$ cat config.mk
export PLATFORM = sky130hd
export DESIGN_NAME = sprite_palette_lut
export DESIGN_NICKNAME = d
export VERILOG_FILES = /design/src/rtl/sprite_palette_pkg.sv /design/src/rtl/palette_flash_fsm.sv /design/src/rtl/sprite_palette_lut.sv
export SDC_FILE = /design/constraint.sdc
export NUM_CORES = 1
export LEC_CHECK = 0
export ABC_AREA = 1
export CAP_MARGIN = 25
export CORE_ASPECT_RATIO = 2
export CORE_MARGIN = 8
export CORE_UTILIZATION = 51
export CTS_BUF_LIST = sky130_fd_sc_hd__clkbuf_8
export DETAILED_ROUTE_END_ITERATION = 8
export PLACE_DENSITY_LB_ADDON = 0.3
export SYNTH_ARGS = -nofsm -noshare
export SYNTH_HDL_FRONTEND = slang
export SYNTH_HIERARCHICAL = 1
export SYNTH_SLANG_ARGS = --single-unit
$ cat constraint.sdc
create_clock -name Clk -period 2.3 [get_ports Clk]
set_input_delay 0.345 -clock Clk [delete_from_list [all_inputs] [get_ports Clk]]
set_output_delay 0.345 -clock Clk [all_outputs]
set_load 0.01 [all_outputs]
$ cat src/rtl/sprite_palette_pkg.sv
// Shared types and reset-time colour table for the sprite palette lookup.
// The default table is stored at 4 bits per channel and rescaled by the consumer.
package sprite_palette_pkg;

    localparam int PAL_CHAN_W      = 4;
    localparam int DEFAULT_ENTRIES = 16;

    typedef enum logic [1:0] {
        FLASH_IDLE = 2'd0,
        FLASH_ON   = 2'd1,
        FLASH_OFF  = 2'd2
    } flash_state_t;

    typedef struct packed {
        logic [PAL_CHAN_W-1:0] r;
        logic [PAL_CHAN_W-1:0] g;
        logic [PAL_CHAN_W-1:0] b;
    } rgb_t;

    localparam rgb_t DEFAULT_PALETTE [DEFAULT_ENTRIES] = '{
        12'hF0F, 12'hBA9, 12'h753, 12'hEEC,
        12'h111, 12'hA76, 12'hDCB, 12'hF20,
        12'hEA8, 12'hFFF, 12'hFB9, 12'hFDA,
        12'hB98, 12'hC97, 12'h876, 12'hC10
    };

    // Channel 0 = red, 1 = green, 2 = blue; entries past the table are black.
    function automatic logic [3:0] default_nibble(input int idx, input int ch);
        rgb_t c;
        if (idx < 0 || idx >= DEFAULT_ENTRIES) return 4'h0;
        c = DEFAULT_PALETTE[idx[3:0]];
        case (ch)
            0:       return c.r;
            1:       return c.g;
            default: return c.b;
        endcase
    endfunction

endpackage

$ cat src/rtl/palette_flash_fsm.sv
// Hit-flash sequencer: alternates ON/OFF once per frame tick for FLASH_TICKS ticks.
// A new flash_start always restarts the sequence, even on a tick cycle.
module palette_flash_fsm
    import sprite_palette_pkg::*;
#(
    parameter int FLASH_TICKS = 8,
    localparam int CNT_W = $clog2(FLASH_TICKS + 1)
) (
    input  logic       Clk,
    input  logic       Reset_n,
    input  logic       flash_start,
    input  logic       frame_tick,
    output logic       flash_on,
    output logic       flash_active,
    output logic [1:0] state
);

    localparam logic [1:0] ST_IDLE = FLASH_IDLE;
    localparam logic [1:0] ST_ON   = FLASH_ON;
    localparam logic [1:0] ST_OFF  = FLASH_OFF;

    logic [1:0]       state_q, state_d;
    logic [CNT_W-1:0] cnt_q, cnt_d;

    always_comb begin
        state_d = state_q;
        cnt_d   = cnt_q;
        if (flash_start) begin
            state_d = ST_ON;
            cnt_d   = CNT_W'(FLASH_TICKS);
        end else if (frame_tick && state_q != ST_IDLE) begin
            cnt_d = cnt_q - CNT_W'(1);
            if (cnt_q == CNT_W'(1))
                state_d = ST_IDLE;
            else
                state_d = (state_q == ST_ON) ? ST_OFF : ST_ON;
        end
    end

    always_ff @(posedge Clk or negedge Reset_n) begin
        if (!Reset_n) begin
            state_q      <= ST_IDLE;
            cnt_q        <= '0;
            flash_active <= 1'b0;
        end else begin
            state_q      <= state_d;
            cnt_q        <= cnt_d;
            flash_active <= (state_d != ST_IDLE);
        end
    end

    assign flash_on = (state_q == ST_ON);
    assign state    = state_q;

endmodule

$ cat src/rtl/sprite_palette_lut.sv
// Multi-bank runtime-writable sprite palette with a 2-stage registered lookup,
// chroma-key transparency and a frame-timed hit-flash overlay.
module sprite_palette_lut
    import sprite_palette_pkg::*;
#(
    parameter int INDEX_W         = 4,
    parameter int NUM_BANKS       = 4,
    parameter int CHAN_W          = 4,
    parameter int TRANSPARENT_IDX = 0,
    parameter int FLASH_TICKS     = 8,
    localparam int BANK_W = (NUM_BANKS > 1) ? $clog2(NUM_BANKS) : 1,
    localparam int RGB_W  = 3 * CHAN_W
) (
    input  logic               Clk,
    input  logic               Reset_n,
    input  logic               pix_valid_in,
    input  logic [BANK_W-1:0]  bank_sel,
    input  logic [INDEX_W-1:0] index,
    output logic               pix_valid_out,
    output logic [CHAN_W-1:0]  red,
    output logic [CHAN_W-1:0]  green,
    output logic [CHAN_W-1:0]  blue,
    output logic               transparent,
    input  logic               wr_en,
    input  logic [BANK_W-1:0]  wr_bank,
    input  logic [INDEX_W-1:0] wr_index,
    input  logic [RGB_W-1:0]   wr_color,
    input  logic               flash_start,
    input  logic               frame_tick,
    output logic               flash_active,
    output logic [1:0]         flash_state
);

    localparam int ENTRIES = 2 ** INDEX_W;

    // Top CHAN_W bits of {nibble, zeros}: MSB-aligned rescale of the 4-bit defaults.
    function automatic logic [CHAN_W-1:0] scale_nibble(input logic [3:0] nib);
        logic [CHAN_W+3:0] wide;
        wide = {nib, {CHAN_W{1'b0}}};
        return wide[CHAN_W+3:4];
    endfunction

    function automatic logic [RGB_W-1:0] default_entry(input int idx);
        return {scale_nibble(default_nibble(idx, 0)),
                scale_nibble(default_nibble(idx, 1)),
                scale_nibble(default_nibble(idx, 2))};
    endfunction

    logic [RGB_W-1:0]   mem [NUM_BANKS][ENTRIES];
    logic               s1_valid;
    logic [BANK_W-1:0]  s1_bank;
    logic [INDEX_W-1:0] s1_index;
    logic               s1_bank_ok;
    logic               wr_ok;
    logic [RGB_W-1:0]   rd_entry;
    logic               flash_on;

    palette_flash_fsm #(
        .FLASH_TICKS(FLASH_TICKS)
    ) u_flash (
        .Clk         (Clk),
        .Reset_n     (Reset_n),
        .flash_start (flash_start),
        .frame_tick  (frame_tick),
        .flash_on    (flash_on),
        .flash_active(flash_active),
        .state       (flash_state)
    );

    assign wr_ok      = (32'(wr_bank) < NUM_BANKS);
    assign s1_bank_ok = (32'(s1_bank) < NUM_BANKS);

    always_comb begin
        rd_entry = '0;
        if (s1_bank_ok) rd_entry = mem[s1_bank][s1_index];
    end

    // Palette storage; a write and a stage-2 read on the same edge return the old value.
    always_ff @(posedge Clk or negedge Reset_n) begin
        if (!Reset_n) begin
            for (int b = 0; b < NUM_BANKS; b++)
                for (int i = 0; i < ENTRIES; i++)
                    mem[b][i] <= default_entry(i);
        end else if (wr_en && wr_ok) begin
            mem[wr_bank][wr_index] <= wr_color;
        end
    end

    always_ff @(posedge Clk or negedge Reset_n) begin
        if (!Reset_n) begin
            s1_valid <= 1'b0;
            s1_bank  <= '0;
            s1_index <= '0;
        end else begin
            s1_valid <= pix_valid_in;
            s1_bank  <= bank_sel;
            s1_index <= index;
        end
    end

    // Stage 2: data registers update every cycle; only pix_valid_out tracks validity.
    always_ff @(posedge Clk or negedge Reset_n) begin
        if (!Reset_n) begin
            pix_valid_out <= 1'b0;
            red           <= '0;
            green         <= '0;
            blue          <= '0;
            transparent   <= 1'b0;
        end else begin
            pix_valid_out <= s1_valid;
            if (!s1_bank_ok || s1_index == INDEX_W'(TRANSPARENT_IDX)) begin
                red         <= '0;
                green       <= '0;
                blue        <= '0;
                transparent <= 1'b1;
            end else if (flash_on) begin
                red         <= '1;
                green       <= '1;
                blue        <= '1;
                transparent <= 1'b0;
            end else begin
                red         <= rd_entry[3*CHAN_W-1:2*CHAN_W];
                green       <= rd_entry[2*CHAN_W-1:CHAN_W];
                blue        <= rd_entry[CHAN_W-1:0];
                transparent <= 1'b0;
            end
        end
    end

endmodule

# Word level (Yosys, flattened, before mapping)
# Index checks and enable logic that the tools add are counted.
# word_totals
rom_bits,0
out_inout_bits,17
mem_count,0
mem_bits_rw,0
input_bits,30
register_bits,796
wordCells,119
latchBits,0
# classes
eq_ne,2
magnitude_cmp,6
div,0
add_sub_neg,1
n_bitwise,4
n_shift,0
reduce_logical,7
muxes,24
n_mul,0
# op_table
op,count
768-bit bitwise mux,1
192-bit two-way mux,3
192-bit binary-select mux with 2-bit select,1
192-bit demux with 2-bit select,1
12-bit binary-select mux with 4-bit select,1
12-bit demux with 4-bit select,1
12-bit two-way mux,3
4-bit two-way mux,8
5-bit >= comparator (second input constant),2
4-bit NOT with 5-bit output,2
2-bit two-way mux,4
3-bit >= comparator (second input constant),2
2-bit NOT with 3-bit output,2
2-bit nonzero test,3
5-bit by 1-bit less-than comparator with 1-bit output (second input constant),1
4-bit by 1-bit == test with 1-bit output (second input constant),1
4-bit zero test,1
4-bit by 1-bit subtractor with 4-bit output (second input constant),1
1-bit logical AND,3
3-bit by 1-bit less-than comparator with 1-bit output (second input constant),1
2-bit by 1-bit == test with 1-bit output (second input constant),1
1-bit two-way mux,1

# Longest topological paths before layout
# Gate-level depths: netlist of the first run.
# depth
ltp_word,9
depth_mapped,16
depth_no_buf,13

# Hierarchy
# Netlist of the first run, hierarchy kept.
# modules_own_cells
mod,cells_each,seq_area_each_um2,area_each_um2,n_inst
sprite_palette_lut,4459,20299.5,36856.6,1
palette_flash_fsm,49,175.2,376.6,1

# Worst setup path after synthesis of the first run
# OpenSTA, ideal clock, no wires.
# synth_timing
path_type,flip-flop to flip-flop
start,register s1_index[0]
end,register blue[0]
stages_incl_launch_ff,9
period_less_slack_ns,1.579
required_ns,2.187
setup_time_ns,0.113
setup_slack_ns,0.721
arrival_ns,1.466
cell_sequence,dfrtp_1 -> buf_2 -> inv_2 -> buf_2 -> buf_1 -> nand3_1 -> buf_2 -> nand2_1 -> inv_1
# synth_via
elab_chain_cells,6
elab_cells_between_ends,7
cone_classes,5 x mux; 1 x bitwise; 1 x reduce/logical
# synth_rtl
element,line,rtl
"start, declared",sprite_palette_lut.sv:52,logic [INDEX_W-1:0] s1_index;
"start signal, assigned",sprite_palette_lut.sv:97,s1_index <= index;
4-bit NOT with 5-bit output (implied by the code),sprite_palette_lut.sv:75,if (s1_bank_ok) rd_entry = mem[s1_bank][s1_index];
12-bit binary-select mux with 4-bit select,sprite_palette_lut.sv:75,
12-bit two-way mux (implied by the code) (2 in a row),sprite_palette_lut.sv:75,
4-bit two-way mux,sprite_palette_lut.sv:116,end else if (flash_on) begin
4-bit two-way mux (*),sprite_palette_lut.sv:111,if (!s1_bank_ok || s1_index == INDEX_W'(TRANSPARENT_IDX)) begin
"end signal, assigned",sprite_palette_lut.sv:124,blue <= rd_entry[CHAN_W-1:0];
"end, declared",sprite_palette_lut.sv:22,"output logic [CHAN_W-1:0] blue,"
# Mark *: on every way between the ends. The rest lies on a longest branch, timed or not. The select of a mux whose other input is x is not followed.
# A chain may end at the register's enable or synchronous reset.

# Final worst setup path of the first run
# layout_timing
start,register s1_bank[0]
end,register red[3]
# layout_via
elab_chain_cells,9
# layout_rtl
element,line,rtl
"start, declared",sprite_palette_lut.sv:51,logic [BANK_W-1:0] s1_bank;
"start signal, assigned",sprite_palette_lut.sv:96,s1_bank <= bank_sel;
2-bit NOT with 3-bit output (implied by the code),sprite_palette_lut.sv:75,
192-bit binary-select mux with 2-bit select,sprite_palette_lut.sv:75,
192-bit two-way mux (implied by the code) (2 in a row),sprite_palette_lut.sv:75,
12-bit binary-select mux with 4-bit select,sprite_palette_lut.sv:75,
12-bit two-way mux (implied by the code) (2 in a row),sprite_palette_lut.sv:75,
4-bit two-way mux,sprite_palette_lut.sv:116,
4-bit two-way mux,sprite_palette_lut.sv:111,
"end signal, assigned",sprite_palette_lut.sv:122,red <= rd_entry[3*CHAN_W-1:2*CHAN_W];
"end, declared",sprite_palette_lut.sv:20,"output logic [CHAN_W-1:0] red,"
# Every way passes these cells. The select of a mux whose other input is x is not followed.

==> results of run 1 <==
==> final timing paths <==
path	from	to	slack, ps	cells past startpoint
setup reg to reg	s1_bank[0]$_DFF_PN0_	red[3]$_DFF_PN0_	120	12
min in group Clk	flash_start	u_flash/state[1]$_DFF_PN0_	180	2
hold / removal	Reset_n	mem[476]$_DFFE_PN0P_	90	2
max in group asynchronous	Reset_n	mem[747]$_DFFE_PN1P_	1310	3
hold reg to reg	s1_valid$_DFF_PN0_	pix_valid_out$_DFF_PN0_	370	0
setup / recovery	s1_bank[0]$_DFF_PN0_	red[3]$_DFF_PN0_	120	12
==> repair_timing <==
item	in CTS	in global routing
endpoints found under the hold margin	266	0
hold buffers	7	0
endpoints found under the setup margin	0	6
gates resized for setup	0	9
==> area by class of cell <==
cell class                 count  area (um2)  share of cell area
antenna                        1        2.50           0.0000600
clock buffer                 142        1950              0.0469
clock inverter                66         325             0.00780
inverter                      74         299             0.00717
multi-input combinational   3270       14600               0.351
sequential                   796       20500               0.491
tap                          923        1150              0.0277
timing repair buffer         218        2850              0.0684
==> layout by cell type (no fill, tap or decap), types with 11 or more instances in the layout <==
cell             instances
buf_12                  81
clkbuf_8               142
a21oi_1                 26
clkdlybuf4s50_1         45
buf_4                   79
inv_1                  100
nor2_1                  36
inv_2                   18
o21ai_1                113
dfrtp_1                349
dfstp_2                444
nand3_1                662
o21ai_2                 37
nand2_4                 29
clkinv_2                12
nand2_1               1739
nor2_2                  11
o21ai_0                597
==> through the flow <==
step	setup slack, ps	total power, uW	cells	utilization
after CTS	34.3	33900	5488	0.574
final	124	33700	5490	0.575
after detailed placement	6.04	22600	5273	0.542
after floorplan	721	20700	4508	-
after global routing	10.9	35300	5490	0.575
after global placement	54.5	22400	5273	0.542
==> routing by layer <==
| layer | share of wire | vias up |
|---|---|---|
| met5 | 0 | - |
| li1 | - | 14600 |
| met3 | 0.049 | 296 |
| met2 | 0.51 | 926 |
| met4 | 0.058 | 0 |
| met1 | 0.38 | 14900 |
==> critical path: stages, from the launching register on <==
cell      delay, ps
dfrtp_4         530
clkinv_8        180
buf_4           260
nand2_1          70
nand3_1          70
nand3_1         280
nand3_1         210
nand3_1         160
nand2_1          90
nand2_1          50
nand3_1          80
nand2_1          50
inv_1            40
==> cell families (layout without fill, tap and decap cells) <==
group,Yosys count,after routing
and+or+nand+nor,2494,2494
xor gates and xnor gates,1,1
buffers and inverters,442,500
adders and majority gates,2,2
other,0,1
AOI/OAI and AO/OA,773,773
DFF,796,796
==> registers in the layout, summed over array words and instances (netlist names) <==
| name | count |
|---|---|
| green | 4 |
| u_flash/state | 2 |
| red | 4 |
| u_flash/flash_active | 1 |
| pix_valid_out | 1 |
| s1_index | 4 |
| transparent | 1 |
| s1_bank | 2 |
| u_flash/cnt_q | 4 |
| blue | 4 |
| s1_valid | 1 |
| mem | 768 |
==> where the power goes <==
| part | switching, uW | total [uW] | internal [uW] |
|---|---|---|---|
| Sequential | 1010 | 17600 | 16600 |
| Clock | 5580 | 11200 | 5660 |
| Combinational | 3010 | 4850 | 1840 |
==> flow_summary.toml, run 1 <==
[power]
p_leak_uw = 0.0183
power_density_nw_per_um2 = 808
ir_drop_mv = 0.712

[timing]
tns_ps = 0
fin_hold_ws_ps = 85.2
hold_viol = 0
setup_viol = 0
maxSlewHeadroom = 0.674
drv_slew = 0
worst_clock_skew_ps = 26.7
period_share = 0.946
rsz0062_at_grt = "no"
fmax_ghz = 0.460
worstMarginPinSlew_ps = 489
period_minus_slack_ps = 2180

[logic_synthesis]
ys.flop_type = "dfstp_2"
syn-cell-area_um2 = 37200
synthXorXnorAreaFrac = 0.000235
synthSimpleGateAreaFrac = 0.284
synth_top_family_by_area = "simple AND/OR/NAND/NOR gates"
synth_edf_count = 0
synth_compound_area_frac = 0.108
yosysTopAreaCell = "dfstp_2"
yosys_warnings = 6
synth.distinct_cells = 30
synth_area_leaders = "dfstp_2, dfrtp_1, nand2_1"
synthMuxAreaShare = 0
ys_async_sr_fraction = 1.00
yosys.area.top_type_share = 0.313
ys_seq_area_frac = 0.550
synth-seq-cells = 796
synthAdderAreaFrac = 0.000672
syn-num-nets = 4540
syn_inst = 4508
synth.most_common_cell = "nand2_1"
synth_common_cells = "nand2_1, nand3_1, o21ai_0"
synth.avg_cell_area_um2 = 8.26

[clock_tree]
clockBufferDepth = 3
cts_made_buffers = 110
cts_tree = "built"
cts.sinks = 796
clk_latency_ps = 790
root_buffer = "clkbuf_8"
clkTransAtPathRegs_ps = 70
cts_setup_buffers = 0
h-tree-depth = 3

[global_route]
grt_pass1_vias = 30900
grt_max_degree = 89
antenna_found_initial = 2
use_met3 = 0.0376
grt.overflow.total = 0
grt_util_met2 = 0.473
top_usage_layer = "met2"
use_met1 = 0.295
grt_pass1_wl_um = 173000
grt_use_total = 0.264

[floorplan]
die_y_um = 398
num_rows = 140
die_w_um = 207
core_um2 = 72500
io_pins = 47
dieArea_um2 = 82400
start_util = 0.513

[route]
post_drt_wl_per_cell_um = 19.7
drtAntennaViolNets = 0
vias_per_cell = 5.61
first_pass_iters = 8
drtIter0Drc = 2144
vias = 30800
drcViolationCount = 0
wl_um = 108000

[min_path]
min-delay-path-class = "in2async"

[worst_setup_path]
crit_path_max_fanout = 19
end_kind = "register"
arrival_ps = 2910
path_class = "reg2reg"
crit_required_ps = 3030
start_kind = "register"

[cells_and_area]
nets = 4502
design_area_um2 = 41700
drive_gt1_frac = 0.195
num-fill-cells = 6696
area_delta_synth_final_pct = 12.0

[outcome]
status = "finished, final reports clean"

[place]
placed_area_um2 = 39300
gp_congestion = 0.919
dp_hpwl_um = 67100
io_buffers = 46

[flow_run]
drv_cap = 0
Note: power is estimated with default switching activity, not from simulation.
==> run 2: changes to the inputs <==
--- a/config.mk
+++ b/config.mk
@@ -13,6 +13,7 @@
 export CTS_BUF_LIST = sky130_fd_sc_hd__clkbuf_8
 export DETAILED_ROUTE_END_ITERATION = 8
 export PLACE_DENSITY_LB_ADDON = 0.3
+export REMOVE_ABC_BUFFERS = 1
 export SYNTH_ARGS = -nofsm -noshare
 export SYNTH_HDL_FRONTEND = slang
 export SYNTH_HIERARCHICAL = 1
==> run 2 against run 1 <==
Clock power fell by 4%. Setup slack got worse by 110 ps. Clock skew rose by 17 ps. Global-route usage fell by 0.35 points. First-iteration DRC count rose by 31%. Non-clock buffer count rose by 23. Utilization barely moved.
==> flow_summary.toml, run 2 (synthesis results as in run 1) <==
[outcome]
status = "finished, final reports clean"

[timing]
rsz0062_at_grt = "yes"
maxSlewHeadroom = 0.585
hold_viol = 0
worstMarginPinSlew_ps = 621
period_share = 0.994
fmax_ghz = 0.438
worst_slack_ps = 14.6
worst_clock_skew_ps = 43.2
drv_slew = 0
period_minus_slack_ps = 2290
setup_viol = 0

[clock_tree]
clkTransAtPathRegs_ps = 70
h-tree-depth = 3
clockBufferDepth = 3
cts.sinks = 796
root_buffer = "clkbuf_8"
cts_tree = "built"
cts_made_buffers = 108
clk_latency_ps = 760

[cells_and_area]
most-common-layout-cells = "nand2_1, nand3_1, o21ai_0, dfstp_2, dfrtp_1"
largest-register = "mem"
layout_commonest_cell = "nand2_1"
nets = 4523
drive_gt1_frac = 0.198
largest_reg_flops = 768
area_delta_synth_final_pct = 11.9

[place]
io_buffers = 46
dp_hpwl_um = 68600
pre_cts_ws_ps = 36.3
gp_congestion = 0.896

[floorplan]
die_w_um = 207
num_rows = 140
dieArea_um2 = 82400
io_pins = 47
core_um2 = 72500
start_util = 0.513
die_y_um = 398

[worst_setup_path]
start_kind = "register"
reg2reg_slack_ps = 10
crit_required_ps = 2950
arrival_ps = 2940
regToRegEndpoint = "green[2]$_DFF_PN0_"
path_class = "reg2reg"
reg2reg_depth = 12
crit_path_max_fanout = 27
end_kind = "register"
rr_startpoint = "s1_bank[0]$_DFF_PN0_"

[route]
first_pass_iters = 6
drcViolationCount = 0
drtIter0Drc = 2806
vias = 31000
vias_per_cell = 5.64
post_drt_wl_per_cell_um = 19.8
wl_um = 109000
drtAntennaViolNets = 0

[global_route]
grt_use_total = 0.260
grt.overflow.total = 0
grt_max_degree = 96
grt_pass1_wl_um = 170000
antenna_found_initial = 1
grt_pass1_vias = 30500

[min_path]
worstHoldStart = "pix_valid_in"
holdPathStages = 1
min-delay-path-class = "in2reg"
hold_path_end = "s1_valid$_DFF_PN0_"

[power]
power_density_nw_per_um2 = 800
p_leak_uw = 0.0183
power_uw = 33300
ir_drop_mv = 0.388

[flow_run]
drv_cap = 0
[run 2: where the power goes]
| part | internal [uW] | leakage (uW) | total, uW | switching, uW |
|---|---|---|---|---|
| clock | 5430 | 0.00131 | 10800 | 5380 |
| sequential | 16600 | 0.00925 | 17600 | 996 |
| combinational | 1880 | 0.00771 | 4930 | 3050 |
[run 2: layout make-up]
cell class                 count  area, um2
inverter                      74        299
tap                          923       1150
timing repair buffer         241       2960
antenna                        1       2.50
multi-input combinational   3270      14600
clock inverter                68        333
clock buffer                 133       1830
sequential                   796      20500
fill                        6616      30800
[run 2: worst max-delay path by stage]
stage                     slack [ps]                   end                 start
after floorplan               -11870     blue[0]$_DFF_PN0_  s1_bank[0]$_DFF_PN0_
after global placement            30  mem[396]$_DFFE_PN0P_            wr_bank[0]
after detailed placement          40  mem[404]$_DFFE_PN0P_            wr_bank[0]
after CTS                         50    green[2]$_DFF_PN0_  s1_bank[0]$_DFF_PN0_
after global routing             -30    green[2]$_DFF_PN0_  s1_bank[0]$_DFF_PN0_
final                             10    green[2]$_DFF_PN0_  s1_bank[0]$_DFF_PN0_
[run 2: stage by stage]
step | setup TNS, ps | util | area [um2] | cells | hold WS, ps
3_3_place_gp | 0 | 0.542 | 39300 | 5294 | 304
6_report | 0 | 0.575 | 41700 | 5506 | 60.2
4_1_cts | 0 | 0.572 | 41500 | 5498 | 4.98
5_1_grt | -38.0 | 0.575 | 41700 | 5506 | 31.1
2_1_floorplan | -143640 | - | 35400 | 4140 | 49.4
3_5_place_dp | 0 | 0.542 | 39300 | 5294 | 302
[run 2: metal layers]
metal / global-route usage / vias to the layer above / wire (um)
met5: 0 / - / 0
met4: 0.165 / 0 / 7400
met3: 0.0369 / 326 / 5730
met2: 0.452 / 1030 / 54500
met1: 0.300 / 15000 / 41500
li1: - / 14700 / -
[run 2: repair_timing]
item / in CTS / in global routing
setup buffers: 0 / 4
hold buffers: 3 / 0
resized for setup: 0 / 7
endpoints found under the hold margin: 138 / 0
setup endpoints to repair: 0 / 8
[run 2: critical path, cell delays in order, from the launching register on]
cell       delay (ps)
dfrtp_4           570
buf_4             210
clkbuf_16         220
nand2_1            90
nand3_1            80
nand3_1            90
nand3_1           260
nand3_1           220
nand2_1            70
nand2_1            70
nand3_1           140
nand2_1           100
inv_1              40
